## config.mk

```make
export PLATFORM = sky130hd
export DESIGN_NAME = lif_neuron_core
export DESIGN_NICKNAME = d
export VERILOG_FILES = /design/src/rtl/neuro_pkg.sv /design/src/rtl/lif_neuron_core.sv
export SDC_FILE = /design/constraint.sdc
export NUM_CORES = 1
export LEC_CHECK = 0
export BUFFER_PORTS_ARGS = -buffer_cell sky130_fd_sc_hd__buf_2
export CORE_MARGIN = 4
export CORE_UTILIZATION = 53
export CTS_CLUSTER_DIAMETER = 200
export CTS_CLUSTER_SIZE = 30
export DETAILED_ROUTE_END_ITERATION = 16
export GPL_ROUTABILITY_DRIVEN = 0
export PLACE_DENSITY = 0.85
export SLEW_MARGIN = 0
export SYNTH_ARGS = -nofsm -noshare
export SYNTH_HDL_FRONTEND = slang
export SYNTH_SLANG_ARGS = --single-unit
```

## constraint.sdc

```tcl
create_clock -name clk_i -period 4.9 [get_ports clk_i]
set_input_delay 0.98 -clock clk_i [delete_from_list [all_inputs] [get_ports clk_i]]
set_output_delay 0.98 -clock clk_i [all_outputs]
set_load 0.01 [all_outputs]
```

## src/rtl/neuro_pkg.sv

```systemverilog
// Shared types, defaults and helpers for the neuromorphic datapath blocks.
package neuro_pkg;

  typedef enum logic [1:0] {
    ACCUM   = 2'd0,
    LEAK    = 2'd1,
    FIRE    = 2'd2,
    REFRACT = 2'd3
  } lif_state_e;

  localparam int LIF_THRESHOLD     = 1000;
  localparam int LIF_LEAK_SHIFT    = 4;
  localparam int LIF_REFRACT_TICKS = 2;

  // Saturating signed add clamped to the signed range of `width` bits.
  // Operands arrive sign-extended to 64 bits, so the raw sum cannot overflow
  // for any width up to 63; callers truncate the result back to `width`.
  function automatic logic signed [63:0] sat_add(
    input logic signed [63:0] pot,
    input logic signed [63:0] w,
    input int unsigned        width
  );
    logic signed [63:0] sum;
    logic signed [63:0] hi;
    logic signed [63:0] lo;
    sum = pot + w;
    hi  = (64'sd1 <<< (width - 1)) - 64'sd1;
    lo  = -hi - 64'sd1;
    if (sum > hi) begin
      return hi;
    end else if (sum < lo) begin
      return lo;
    end
    return sum;
  endfunction

endpackage

```

## src/rtl/lif_neuron_core.sv

```systemverilog
// Leaky integrate-and-fire neuron draining signed weights from an FWFT FIFO.
module lif_neuron_core
  import neuro_pkg::*;
#(
  parameter int DATA_WIDTH    = 32,
  parameter int WEIGHT_W      = 16,
  parameter int POT_W         = 24,
  parameter int THRESHOLD     = LIF_THRESHOLD,
  parameter int LEAK_SHIFT    = LIF_LEAK_SHIFT,
  parameter int REFRACT_TICKS = LIF_REFRACT_TICKS
) (
  input  logic                    clk_i,
  input  logic                    rst_i,
  input  logic                    tick_i,
  input  logic                    fifo_empty_i,
  input  logic                    fifo_rst_busy_i,
  input  logic [DATA_WIDTH-1:0]   fifo_dout_i,
  output logic                    fifo_rd_en_o,
  output logic                    spike_o,
  output logic signed [POT_W-1:0] potential_o,
  output logic                    refract_o,
  output logic [15:0]             spike_cnt_o
);

  localparam int RC_W = (REFRACT_TICKS > 1) ? $clog2(REFRACT_TICKS + 1) : 1;
  localparam logic signed [POT_W-1:0] THR = POT_W'(THRESHOLD);

  lif_state_e                 state_q, state_d;
  logic signed [POT_W-1:0]    pot_q, pot_d;
  logic signed [POT_W-1:0]    leaked;
  logic signed [WEIGHT_W-1:0] weight;
  logic                       spike_q, spike_d;
  logic [15:0]                cnt_q, cnt_d;
  logic [RC_W-1:0]            rcnt_q, rcnt_d;
  logic                       pend_q, pend_d;
  logic                       tick_eff;
  logic                       unused_hi;

  assign weight    = fifo_dout_i[WEIGHT_W-1:0];
  assign unused_hi = ^fifo_dout_i[DATA_WIDTH-1:WEIGHT_W];
  assign leaked    = pot_q - (pot_q >>> LEAK_SHIFT);
  // A pending tick and a live tick in the same cycle count as one tick.
  assign tick_eff  = tick_i | pend_q;

  // Pop whenever draining states see data and the FIFO is out of reset.
  always_comb begin
    fifo_rd_en_o = rst_i && (state_q == ACCUM || state_q == REFRACT)
                   && !fifo_empty_i && !fifo_rst_busy_i;
  end

  // Next-state and datapath update.
  always_comb begin
    state_d = state_q;
    pot_d   = pot_q;
    spike_d = 1'b0;
    cnt_d   = cnt_q;
    rcnt_d  = rcnt_q;
    pend_d  = pend_q;
    case (state_q)
      ACCUM: begin
        if (fifo_rd_en_o) begin
          pot_d = POT_W'(sat_add(64'(pot_q), 64'(weight), POT_W));
        end
        if (tick_eff) begin
          state_d = LEAK;
        end
        pend_d = 1'b0;
      end
      LEAK: begin
        pot_d = leaked;
        if (leaked >= THR) begin
          state_d = FIRE;
          spike_d = 1'b1;
        end else begin
          state_d = ACCUM;
        end
        if (tick_i) begin
          pend_d = 1'b1;
        end
      end
      FIRE: begin
        pot_d   = '0;
        cnt_d   = cnt_q + 16'd1;
        rcnt_d  = RC_W'(REFRACT_TICKS);
        state_d = (REFRACT_TICKS > 0) ? REFRACT : ACCUM;
        if (tick_i) begin
          pend_d = 1'b1;
        end
      end
      REFRACT: begin
        // Popped words are discarded here; potential stays at zero.
        pend_d = 1'b0;
        if (tick_eff) begin
          rcnt_d = rcnt_q - RC_W'(1);
          if (rcnt_q == RC_W'(1)) begin
            state_d = ACCUM;
          end
        end
      end
      default: state_d = ACCUM;
    endcase
  end

  // State register.
  always_ff @(posedge clk_i or negedge rst_i) begin
    if (!rst_i) begin
      state_q <= ACCUM;
    end else begin
      state_q <= state_d;
    end
  end

  // Datapath registers.
  always_ff @(posedge clk_i or negedge rst_i) begin
    if (!rst_i) begin
      pot_q   <= '0;
      spike_q <= 1'b0;
      cnt_q   <= '0;
      rcnt_q  <= '0;
      pend_q  <= 1'b0;
    end else begin
      pot_q   <= pot_d;
      spike_q <= spike_d;
      cnt_q   <= cnt_d;
      rcnt_q  <= rcnt_d;
      pend_q  <= pend_d;
    end
  end

  assign spike_o     = spike_q;
  assign potential_o = pot_q;
  assign refract_o   = (state_q == REFRACT);
  assign spike_cnt_o = cnt_q;

endmodule

```

==> summary.md, run 1 <==
| Metric | Value |
|---|---|
| Status | completed |
| #FFs+latches synth | 46 |
| Clk root buf | clkbuf_8 |
| Reg2reg start | potential_o[5] |
| Largest net degree at the start of global routing | 47 |
| Vias in the first global route | 4,499 |
| Reg2reg setup slack | 920 ps |
| I/O pins | 80 |
| Tmin final | 4150 ps |
| Max clock buf depth | 2 |
| # fillers | 770 |
| Cell area after synthesis | 4750 um2 |
| Max-cap viol count | 0 |
| Reg clk slew, reported paths | 100 ps |
| Share of layout cells above drive strength 1 | 0.138 |
| RSZ-0062 raised after global routing | no |
| Worst setup margin | 748 ps |
| Diode count | 0 |
| Number of synthesized flops with an enable pin | 0 |
| Yosys warns | 0 |
| Syn avg cell area | 8.25 um2 |
| Final setup TNS | 0 ps |
| Slew margin rel. | 0.368 |
| Hold path start | spike_cnt_o[15] |
| Startpoint types | input pin |
| Post-synth top area share | 0.242 |
| Die height | 103 um |
| Later-pin clock latency in the skew report | 320 ps |
| DRT Pass-1 Iters | 5 |
| Die Width | 103 um |
| Cells on worst reg2reg path | 10 |
| Initial DRC count | 345 |
| CP Data Arrival Time | 4310 ps |
| Worst-margin pin slew | 948 ps |
| H-tree depth | 2 |
| Worst Clk Skew | 12.8 ps |
| Maximum fanout along the worst path | 19 |
| Final hold violations | 0 |
| Hold Path Depth | 1 |
| Top-count cell post-synth | a21oi_1 |
| Hold Crit Endpoint | spike_cnt_o[15] |
| Total GRT Usage | 0.251 |
| Cts bufs inserted | 5 |
| Starting density of the core | 0.545 |
| Post-synthesis sequential area ratio | 0.242 |
| Async set-or-reset flop fraction in the synthesized netlist | 1.00 |
| Reg2Reg Capture Point | spike_o |
| F_max | 0.241 GHz |
| DP HPWL | 9900 um |
| Post-CTS sizing | 0 |
| Top cells by count, synth | a21oi_1, ha_1, nor2_1, dfrtp_1, nand2_1 |
| Type of the worst setup path | input pin to flop |
| GRT Residual Overflow | 0 |
| Initial antenna violation count | 0 |
| Via Count | 4,652 |
| Post-cts hold buffer count | 0 |
| Clock Sinks | 46 |
| Core area | 8720 um2 |
| Final nets | 730 |
| Post-CTS setup buffers | 0 |
| Hold Crit Class | flop to flop |
| Setup-failing EPs final | 0 |
| Area Overhead vs Synth | 10.7% |
| Yosys top cell by area | dfrtp_1 |
| Critical Path RT | 5050 ps |
| CP Capture Type | flop |
| TritonCTS clock tree | built |
| Row count | 34 |
| First-pass GRT wire length | 21,300 um |
| Via density | 6.24 |
| Post-Route WL | 13,100 um |
| Detail Route Antenna Nets | 0 |
| Leading post-synthesis cells by cell area | dfrtp_1, ha_1, a21oi_1 |
| Setup WS pre-CTS | 493 ps |
| Post-synth cell types | 68 |
| I/O Buffers | 63 |
| Final Cycle Share | 0.847 |
| DR DRC count | 0 |
| Synth Instances | 576 |
| Avg WL per Cell | 17.5 um |
| Post-Syn Nets | 669 |
| Synth Flop Type | dfrtp_1 |
| DIE AREA | 10,500 um2 |
| Slew Viols, Final | 0 |
-- cells in the final DEF, fill, tap and decap left out, types with 3 or more instances in the layout --
cell and instances:
a2111oi_0 3, a211oi_1 9, a21o_1 19, a21oi_1 58, a22oi_1 27, a31oi_1 3
and2_1 5, and3_1 8, buf_2 63, buf_4 3, clkbuf_8 5, dfrtp_1 46
ha_1 54, inv_1 37, nand2_1 45, nand2b_1 3, nand3_1 17, nand4_1 7
nor2_1 47, nor2b_1 11, nor3_1 11, nor4_1 3, o2111ai_1 3, o211ai_1 4
o21a_1 3, o21ai_0 27, o21bai_1 7, or2_2 4, or3_1 5, xnor2_1 27
xor2_1 23
-- layer usage --
layer / global-route usage / vias up / share of wire
met3: 0.0284 / 42 / 0.069
met1: 0.333 / 2174 / 0.44
met5: 0 / - / 0
met2: 0.421 / 187 / 0.46
li1: - / 2249 / -
met4: 0.0938 / 0 / 0.032
-- cell families (layout without fill, tap and decap cells) --
logic type,count (synthesis),after routing,synth area share
AO/OA/AOI/OAI,195,195,0.280
XOR/XNOR,50,50,0.0922
adder cells (fa/ha/maj),56,56,0.151
buffers and inverters,49,111,0.0413
flip-flops,46,46,0.242
multiplexers,4,4,0.00895
AND/OR/NAND/NOR,176,176,0.184
-- layout make-up --
| type | instances | area (um2) | share of cell area |
|---|---|---|---|
| Multi-Input combinational cell | 481 | 3400 | 0.647 |
| Sequential cell | 46 | 1150 | 0.219 |
| Timing Repair Buffer | 66 | 338 | 0.0642 |
| Inverter | 37 | 139 | 0.0264 |
| Tap cell | 108 | 135 | 0.0257 |
| Clock buffer | 5 | 68.8 | 0.0131 |
| Clock inverter | 3 | 25.0 | 0.00476 |
-- worst max-delay path by stage --
stage	from	to	slack [ps]	depth (start not counted)
finish	fifo_dout_i[0]	potential_o[22]	750	12
global route	fifo_dout_i[0]	potential_o[22]	600	12
CTS	fifo_dout_i[0]	potential_o[22]	810	12
detailed placement	fifo_dout_i[0]	potential_o[21]	490	12
global placement	fifo_dout_i[0]	potential_o[22]	590	12
floorplan	fifo_dout_i[0]	potential_o[13]	1150	12
-- metrics by stage --
| stage | hold slack, ps | utilization | cell area [um2] | cells |
|---|---|---|---|---|
| 3_3_place_gp | 458 | 0.592 | 5170 | 738 |
| 6_report | 485 | 0.603 | 5260 | 746 |
| 5_1_grt | 517 | 0.603 | 5260 | 746 |
| 4_1_cts | 490 | 0.603 | 5260 | 746 |
| 2_1_floorplan | 470 | - | 4750 | 576 |
| 3_5_place_dp | 474 | 0.592 | 5170 | 738 |
-- critical path: stages --
cell	delay, ps
buf_2	100
ha_1	230
fa_1	430
a211o_1	320
a21oi_2	220
o31ai_2	190
a2111oi_4	470
nor4b_2	120
nor4_4	300
o21ai_2	170
a21oi_4	570
a32oi_1	190
-- flip-flops by register name, indices dropped and copies added (netlist names), named ones only --
signal       flops
pend_q           1
potential_o     24
rcnt_q           2
spike_cnt_o     16
spike_o          1
state_q          1
Power of run 1 is left out: the tool's default activity adds up to more than one toggle a clock period on the data nets, which glitch-free logic cannot reach.
==> inputs of run 2 (changes only) <==
==> constraint.sdc (replaced) <==
create_clock -name clk_i -period 3.9 [get_ports clk_i]
set_input_delay 0.78 -clock clk_i [delete_from_list [all_inputs] [get_ports clk_i]]
set_output_delay 0.78 -clock clk_i [all_outputs]
set_load 0.01 [all_outputs]
==> run 2 against run 1 <==
Against the previous run:
- via count rose by 1.5%
- non-clock buffer count rose by 8
- register-to-register slack got worse by 800 ps
- setup slack got worse by 630 ps
- worst hold slack got worse by 8.4 ps
- clock skew rose by 3.7 ps
- routed wire length fell by 0.69%
- first-iteration DRC count fell by 19%
- die area did not move
- clock-buffer cell count did not move
- utilization rose by 0.77 points
==> summary.md, run 2 (synthesized netlist as in run 1, its figures left out) <==
| Metric | Value |
|---|---|
| Status | completed |
| DRT Pass-1 Iters | 5 |
| Worst path slowest cell | dfrtp_1 |
| RSZ-0062 raised after global routing | no |
| Slowest cell delay on critical path | 470 ps |
| Worst-margin pin slew | 935 ps |
| Later-pin clock latency in the skew report | 310 ps |
| Maximum fanout along the worst path | 9 |
| CP bufs+invs | 3 |
| Hold Path Depth | 1 |
| F_max | 0.265 GHz |
| Initial antenna violation count | 0 |
| Avg WL per Cell | 17.2 um |
| Type of the worst setup path | flop to flop |
| Delay-heaviest family, CP | compound AO/OA/AOI/OAI gates |
| Post-CTS sizing | 0 |
| Initial DRC count | 278 |
| GRT Residual Overflow | 0 |
| Final setup TNS | 0 ps |
| CP Capture Type | flop |
| Most frequent CP cell | buf_4 |
| Hold Crit Class | flop to flop |
| Reg2reg start | potential_o[15] |
| Most common cell after layout, fill and taps aside | buf_2 |
| Cts bufs inserted | 5 |
| DR DRC count | 0 |
| Startpoint types | flop |
| Area Overhead vs Synth | 12.1% |
| Worst Clk Skew | 16.5 ps |
| Die Width | 103 um |
| Post-CTS setup buffers | 0 |
| H-tree depth | 2 |
| I/O Buffers | 63 |
| Diode count | 0 |
| First-pass GRT wire length | 21,100 um |
| Share of layout cells above drive strength 1 | 0.152 |
| Via Count | 4,722 |
| Core area | 8720 um2 |
| Vias in the first global route | 4,468 |
| Final hold violations | 0 |
| Clk root buf | clkbuf_8 |
| Via density | 6.26 |
| Max clock buf depth | 2 |
| Final Cycle Share | 0.968 |
| Detail Route Antenna Nets | 0 |
| Reg2Reg Capture Point | spike_o |
| Die height | 103 um |
| CP Data Arrival Time | 3970 ps |
| TritonCTS clock tree | built |
| Critical-path cell list | inv_1 -> ha_1 -> and3_1 -> a221o_1 -> a21oi_1 -> a311oi_1 -> a2111oi_0 -> buf_4 -> o2111ai_1 -> nor4_1 -> buf_4 -> nand2_1 -> o31a_1 |
| Post-cts hold buffer count | 0 |
| Final nets | 738 |
| Clock Sinks | 46 |
| Total GRT Usage | 0.248 |
| Cells on worst reg2reg path | 13 |
| DP HPWL | 10000 um |
| Tmin final | 3780 ps |
| Row count | 34 |
| Hold path start | spike_cnt_o[15] |
| Post-Route WL | 13,000 um |
| Reg2reg setup slack | 120 ps |
| Reg clk slew, reported paths | 110 ps |
| I/O pins | 80 |
| Slew Viols, Final | 0 |
| DIE AREA | 10,500 um2 |
| Slew margin rel. | 0.377 |
| Hold Crit Endpoint | spike_cnt_o[15] |
| Starting density of the core | 0.545 |
| Largest net degree at the start of global routing | 47 |
| Max-cap viol count | 0 |
| Max FFs per register | 24 |
| Most frequent cells in the layout | buf_2, a21oi_1, ha_1 |
| Setup-failing EPs final | 0 |
| Critical Path RT | 4090 ps |
==> run 2: cell count changes in the layout (fill, tap and decap cells not counted) <==
| cell | delta |
|---|---|
| buf_4 | +8 |
| clkinv_2 | +1 |
| inv_6 | -1 |
| o221ai_1 | -1 |
| o221ai_2 | +1 |
| o31ai_1 | -1 |
| o31ai_2 | +1 |
==> run 2: stage by stage <==
stage / cell area (um2) / setup slack, ps / hold slack (ps) / utilization / std cells
after floorplan: 4750 / 346 / 470 / - / 576
after global placement: 5230 / 86.3 / 461 / 0.599 / 746
after detailed placement: 5230 / 38.7 / 461 / 0.599 / 746
after CTS: 5320 / 199 / 478 / 0.610 / 754
after global routing: 5330 / 43.6 / 493 / 0.611 / 754
final: 5330 / 123 / 477 / 0.611 / 754
==> run 2: worst max path at each step <==
stage          slack [ps]         endpoint             from  cells past startpoint
4_1_cts               200          spike_o   potential_o[4]                     13
3_3_place_gp           90  potential_o[21]   fifo_dout_i[0]                     13
5_1_grt                40          spike_o  potential_o[10]                     13
6_report              120          spike_o  potential_o[15]                     13
2_1_floorplan         350  potential_o[13]   fifo_dout_i[0]                     12
3_5_place_dp           40  potential_o[22]   fifo_dout_i[0]                     13
==> run 2: cell type report <==
cell class	count	area, um2
clock buffers	5	68.8
well taps	108	135
repair buffers	74	398
multi-input cells	481	3410
flip-flops and latches	46	1150
clock inverters	3	21.3
fillers	767	3390
inverters	37	139
==> run 2: layer usage <==
layer  wire length [um]  GRT usage  part of all wire  vias to the layer above
met4                337     0.0787             0.026                        0
met3                785     0.0257             0.061                       31
met5                  0          0                 0                        -
met1               5700      0.338              0.44                     2227
li1                   -          -                 -                     2270
met2               6140      0.413              0.47                      194
Power of run 2 is left out for the same reason.
